[src/rtl/pipe_reg_elastic.sv]
// Elastic pipeline register: a two-entry skid buffer with a registered
// valid/ready handshake on both sides. No output depends combinationally
// on any input. It also keeps a saturating count of cycles in which
// downstream applied backpressure.
module pipe_reg_elastic #(
    parameter int               WIDTH     = 32,
    parameter logic [WIDTH-1:0] RST_VAL   = '0,
    parameter int               CNT_WIDTH = 16
) (
    input  logic                 clk,
    input  logic                 rst,
    input  logic                 flush,
    input  logic                 in_valid,
    output logic                 in_ready,
    input  logic [WIDTH-1:0]     in_data,
    output logic                 out_valid,
    input  logic                 out_ready,
    output logic [WIDTH-1:0]     out_data,
    output logic [CNT_WIDTH-1:0] stall_cnt
);

    // EMPTY: nothing held; BUSY: main holds the head; FULL: main + skid hold two.
    typedef enum logic [1:0] {
        EMPTY = 2'd0,
        BUSY  = 2'd1,
        FULL  = 2'd2
    } state_t;

    state_t           state;
    logic [WIDTH-1:0] main_q;
    logic [WIDTH-1:0] skid_q;
    logic             in_fire;
    logic             out_fire;

    assign in_fire  = in_valid & in_ready;
    assign out_fire = out_valid & out_ready;
    assign out_data = main_q;

    // Handshake FSM; out_valid/in_ready are registered alongside the state.
    // NOTE: non-blocking assignments so every register updates from the
    // pre-edge values, independent of statement order inside the block.
    always_ff @(posedge clk) begin
        if (rst || flush) begin
            state     <= EMPTY;
            main_q    <= RST_VAL;
            skid_q    <= RST_VAL;
            out_valid <= 1'b0;
            in_ready  <= 1'b1;
        end else begin
            case (state)
                EMPTY: begin
                    if (in_fire) begin
                        state     <= BUSY;
                        main_q    <= in_data;
                        out_valid <= 1'b1;
                    end
                end
                BUSY: begin
                    if (in_fire && out_fire) begin
                        main_q <= in_data;
                    end else if (in_fire) begin
                        state    <= FULL;
                        skid_q   <= in_data;
                        in_ready <= 1'b0;
                    end else if (out_fire) begin
                        // main keeps the last delivered value after draining
                        state     <= EMPTY;
                        out_valid <= 1'b0;
                    end
                end
                FULL: begin
                    if (out_fire) begin
                        state    <= BUSY;
                        main_q   <= skid_q;
                        in_ready <= 1'b1;
                    end
                end
                default: begin
                    state     <= EMPTY;
                    out_valid <= 1'b0;
                    in_ready  <= 1'b1;
                end
            endcase
        end
    end

    // Saturating count of cycles with data offered but refused downstream.
    always_ff @(posedge clk) begin
        if (rst) begin
            stall_cnt <= '0;
        end else if (out_valid && !out_ready && !flush &&
                     stall_cnt != {CNT_WIDTH{1'b1}}) begin
            stall_cnt <= stall_cnt + CNT_WIDTH'(1);
        end
    end

endmodule
[config.mk]
export PLATFORM = sky130hd
export DESIGN_NAME = pipe_reg_elastic
export DESIGN_NICKNAME = d
export VERILOG_FILES = /design/src/rtl/pipe_reg_elastic.sv
export SDC_FILE = /design/constraint.sdc
export NUM_CORES = 1
export LEC_CHECK = 0
export ABC_AREA = 1
export BUFFER_PORTS_ARGS = -buffer_cell sky130_fd_sc_hd__buf_4
export CAP_MARGIN = 20
export CORE_AREA = 2 2 93 95
export CTS_CLUSTER_DIAMETER = 30
export DETAILED_ROUTE_END_ITERATION = 10
export DIE_AREA = 0 0 95 97
export PLACE_DENSITY = 0.75
export SLEW_MARGIN = 30
export SYNTH_ARGS = -nofsm -noshare
export SYNTH_HDL_FRONTEND = slang
export SYNTH_SLANG_ARGS = --single-unit
[constraint.sdc]
create_clock -name clk -period 1.5 [get_ports clk]
set_input_delay 0.15 -clock clk [delete_from_list [all_inputs] [get_ports clk]]
set_output_delay 0.15 -clock clk [all_outputs]
set_load 0.02 [all_outputs]
# Word-level counts from Yosys, hierarchy flattened
# Cells that the tools add are included.
# W data, S select, Z words.
# classes
shifts	0
n_eq_ne	11
reduce_logical	14
mux	19
n_bitwise	5
div_mod_pow	0
mul	0
magnitude_cmp	0
addsub	1
# ops
op	count
$mux W32	3
$pmux W32 S3	1
$add A16 B1 Y16 const B	1
$ne A16 B16 Y1 const B	1
$ne A2 B2 Y1 const B	7
$reduce_and A4 Y1	3
$mux W2	5
$mux W1	7
$pmux W1 S3	2
$pmux W2 S3	1
$reduce_and A5 Y1	1
$logic_and A1 B1 Y1	4
$ne A3 B3 Y1 const B	1
$not A1 Y1	3
$reduce_and A3 Y1	1
$reduce_bool A3 Y1	1
$and A1 B1 Y1	2
$eq A2 B1 Y1 const B	1
$eq A2 B2 Y1 const B	1
$logic_not A1 Y1	2
$logic_not A2 Y1	1
$logic_or A1 B1 Y1	1
# totals
latchBits	0
output_inout_bits	50
romBits	0
ram_bits	0
word_cells	56
input_bits	37
register_bits	84
mem_count	0

# Longest topological paths before layout
# logic_depth
depth_word	5
depth_mapped	8
mapped_depth_nobuf	8

# Worst setup path after synthesis
# OpenSTA, ideal clock, no wires.
# synth_path
kind	flip-flop to flip-flop
start	register stall_cnt[0]
end	register stall_cnt[10]
path_slack_ns	-0.088
required_time_ns	1.385
stages_incl_launch_ff	8
period_less_slack_ns	1.588
setup_time_ns	0.115
t_arrival_ns	1.473
n_path_buf	1
path_cell_list	dfxtp_1 > ha_1 > inv_1 > nor2_1 > nand4_4 > buf_6 > a21oi_1 > nor2_1
# synth_via
elab_chain_len	2
elab_cells_between_ends	3
cone_classes	1 x add/sub; 1 x eq/ne; 1 x reduce/logical
# synth_lines
element	line_no	text
start: declaration	19	output logic [CNT_WIDTH-1:0] stall_cnt
start signal: assignment	93	stall_cnt <= stall_cnt + CNT_WIDTH'(1);
parallel branches: the longest is 2 deep, another holds $add A16 B1 Y16	n/a	
# Several ways; the timed one is not identified.
# A chain may end at the register's enable or synchronous reset.

# Worst setup path in the final report
# layout_path
start	register stall_cnt[0]
end	register stall_cnt[4]
# Same word-level chain as after synthesis.

==> impl_table.tex <==
\begin{tabular}{lr}
\hline
Metric & Value \\
\hline
\multicolumn{2}{l}{\textbf{Outcome}} \\
\quad Status & finished, final reports clean \\
\multicolumn{2}{l}{\textbf{Timing}} \\
\quad Number of setup violations in the final report & 0 \\
\quad Clock Skew & 8.56 ps \\
\quad Final critical-path share of the clock period & 0.950 \\
\quad Peak Freq & between 700 and 800 MHz \\
\quad Actual slew at the worst max-slew pin & approximately 550 ps \\
\quad Time the worst path needs with I/O delays and setup & between 1000 and 1500 ps \\
\quad RSZ-0062 raised after global routing & true \\
\quad Setup Total Neg Slack & 0 ps \\
\quad Max-slew violation count & 0 \\
\quad Worst rel slew slack & 0.636 \\
\quad Hold Vio Cnt, Final & 0 \\
\multicolumn{2}{l}{\textbf{Placed design}} \\
\quad Placed Instance Area & roughly 4700 µm² \\
\quad Cell count after placement & a little over 700 \\
\quad Final HPWL from detailed placement & roughly 6000 µm \\
\quad Port-buffer cells & 86 \\
\quad Routability cong. & slightly below 0.9 \\
\multicolumn{2}{l}{\textbf{Clocking}} \\
\quad Clock Latency Late Sink & between 300 and 400 ps \\
\quad Clock buffer count from CTS & 9 \\
\quad Reg clk slew, reported paths & approximately 80 ps \\
\quad CTS H-Tree Depth & 3 \\
\quad Post-CTS Hold Buffers & 0 \\
\quad Total number of clock tree sinks & 84 \\
\quad Root buf cell & clkbuf\_8 \\
\quad TritonCTS clock tree & yes \\
\quad Number of buffers on the longest clock path & 2 \\
\multicolumn{2}{l}{\textbf{Routing}} \\
\quad Via-to-Cell Ratio & roughly 5 \\
\quad First-pass detailed-route iteration total & 5 \\
\quad Final routed DRC violation total & 0 \\
\quad Starting DRT DRC Count & 138 \\
\quad Routed wire per std cell & 12.4 µm \\
\quad Vias after detailed routing & between 3000 and 4000 \\
\quad Number of nets still failing antenna checks after routing & 0 \\
\quad Drt total wl & 9180 µm \\
\multicolumn{2}{l}{\textbf{Critical path}} \\
\quad Family with the most delay on the worst path & simple AND/OR/NAND/NOR gates \\
\quad Flop-to-flop setup slack & 80 ps \\
\quad Peak fanout along the critical path & 3 \\
\quad Nature of the critical path startpoint & flop \\
\quad Buffer and inverter count on the worst path & 2 \\
\quad Setup crit end kind & flop \\
\quad Data required time at the worst endpoint & around 1700 ps \\
\quad Worst setup path class & reg2reg \\
\quad Critical Path Max Stage Delay & roughly 330 ps \\
\quad CP max-delay cell & dfxtp\_2 \\
\quad Chain of cells forming the critical path & ha\_1 -> inv\_1 -> buf\_4 -> nor3\_1 -> nand3\_1 -> nand2\_1 -> nor2\_1 \\
\quad Signal arrival time at the worst endpoint & 1670 ps \\
\multicolumn{2}{l}{\textbf{Final layout}} \\
\quad Top library cells by usage in the layout, fill and taps aside & buf\_4 (108), nand2\_1 (80), dfxtp\_1 (80), nor2\_1 (73), o21ai\_1 (63) \\
\quad Sequential cell area in the final layout & roughly 1700 µm² \\
\quad Fraction of final layout cells with drive strength greater than 1 & 0.276 \\
\quad Area of combinational cells with multiple inputs & roughly 1800 µm² \\
\quad Filler Cells Inserted & around 700 \\
\quad Antenna diode count & 0 \\
\quad Layout Cell Area excl Fill & 4910 µm² \\
\quad Area Growth Syn to Fin & 25.3\% \\
\quad Fraction of the core area covered by cells at the end of the flow & 0.604 \\
\quad Number of standard cells in the final layout excluding fillers & $\sim$740 \\
\quad Most common cell after layout, fill and taps aside & buf\_4 \\
\quad Number of nets in the finished design & approximately 670 \\
\multicolumn{2}{l}{\textbf{Synthesis}} \\
\quad FFs w/ async S/R, synth & 0 \\
\quad Most common flop cell mapped by yosys & dfxtp\_1 \\
\quad Flops \& latches, synth & 84 \\
\quad Fraction of the yosys area taken by sequential cells & 0.429 \\
\quad Count of warnings emitted by yosys & 0 \\
\quad Syn avg cell area & 7.27 µm² \\
\quad Syn Std Cell Area & between 3000 and 4000 µm² \\
\quad Synth cell types & 26 \\
\quad Net Count, Synth & a little under 600 \\
\quad Cell count after synthesis & about 540 \\
\quad Number of enable-type register cells in the synthesized netlist & 0 \\
\multicolumn{2}{l}{\textbf{Run}} \\
\quad Max cap viols & 0 \\
\multicolumn{2}{l}{\textbf{Pwr}} \\
\quad Total leakage power & 2.07 nW \\
\quad Maximum VDD drop & 0.000514 V \\
\quad P per Cell Area & 939 nW/µm² \\
\multicolumn{2}{l}{\textbf{Global routing}} \\
\quad Global-route met2 utilization & 0.325 \\
\quad Grt total ovfl & 0 \\
\quad Met3 Usage GRT & 0.0553 \\
\quad Met1 track utilization from global routing & 0.272 \\
\quad Most used routing layer in global routing & met2 \\
\quad Global-route usage over all layers & 0.207 \\
\quad First-pass GRT wire length & roughly 15000 µm \\
\quad Antenna violations before repair & 0 \\
\quad Largest net degree at the start of global routing & 68 \\
\quad Vias in the first global route & between 3000 and 4000 \\
\multicolumn{2}{l}{\textbf{Floorplanning}} \\
\quad Horizontal die dimension & roughly 95 µm \\
\quad Starting density of the core & 0.482 \\
\quad I/O pin total & 87 \\
\quad \# rows & 33 \\
\quad Floorplan Core Area & between 8000 and 9000 µm² \\
\quad Die Y-Extent & roughly 97 µm \\
\quad Die ar. & between 9000 and 10000 µm² \\
\multicolumn{2}{l}{\textbf{Worst hold path}} \\
\quad Type of the worst min-delay path & in2reg \\
\hline
\end{tabular}
==> registers in the layout, indices dropped and copies added, names as in the netlist <==
register   count
skid_q        32
state          2
stall_cnt     16
out_data      32
out_valid      1
in_ready       1
==> cell families after synthesis <==
logic type                 after synthesis  share of synthesized area
adders and majority gates                1                    0.00319
and+or+nand+nor                        224                      0.253
buffers and inverters                   82                      0.119
DFF                                     84                      0.429
AOI/OAI and AO/OA                      148                      0.196
==> tightest hold or removal path, cell delays in order <==
cell and delay [ps]:
buf_4 80, o21ai_1 60, a21oi_1 100
==> layout make-up <==
cell class                      count  share of cell area
Multi-Input combinational cell    373               0.366
Timing Repair Buffer              112               0.180
Sequential cell                    84               0.343
Inverter                           53              0.0436
Tap cell                          105              0.0267
Clock buffer                       13              0.0323
Clock inverter                      3             0.00891
==> synth_stat cells (2+ instances only) <==
master    number  area, µm²
a21oi_1       47        235
nand3_1       24        120
o211ai_1       2       15.0
o21ai_1       59        295
nor2_1        77        289
buf_6         20        225
inv_1         50        188
nor3_1         2       10.0
nand2_1       81        304
inv_4          2       12.5
clkbuf_1       6       22.5
nor2_2        34        213
dfxtp_1       84       1680
o21ai_0       37        185
nand4_1        3       18.8
==> final timing paths <==
kind	from	to	cells after the start
max	stall_cnt[0]	stall_cnt[4]	7
max reg2reg	stall_cnt[0]	stall_cnt[4]	7
min	in_data[26]	skid_q[26]	3
min reg2reg	skid_q[0]	skid_q[0]	2
==> metrics by stage <==
step	power, mW	setup WS, ps	hold slack [ps]
2_1_floorplan	2.79	18.8	313
4_1_cts	4.66	53.3	57.3
3_3_place_gp	2.98	55.8	423
3_5_place_dp	2.99	-12.3	434
5_1_grt	4.83	-0.763	78.1
6_report	4.61	75.3	69.6
==> layer usage <==
layer | share of wire | vias to the layer above
met5 | 0 | -
met4 | 0.012 | 0
met3 | 0.062 | 12
met2 | 0.47 | 110
met1 | 0.45 | 1678
li1 | - | 1933
==> report_power, final <==
group	switching (mW)	total [mW]	internal [mW]
registers	0.0425	2.34	2.29
logic	0.354	0.609	0.254
clock network	0.801	1.67	0.866
==> what timing repair did <==
action	4_1_cts	5_1_grt
buffers inserted	0	1
gates cloned	0	0
setup endpoints to repair	12	39
pin swaps	0	1
endpoints found under the hold margin	0	0
resized for setup	3	12
Note: power is estimated with default switching activity, not from simulation.
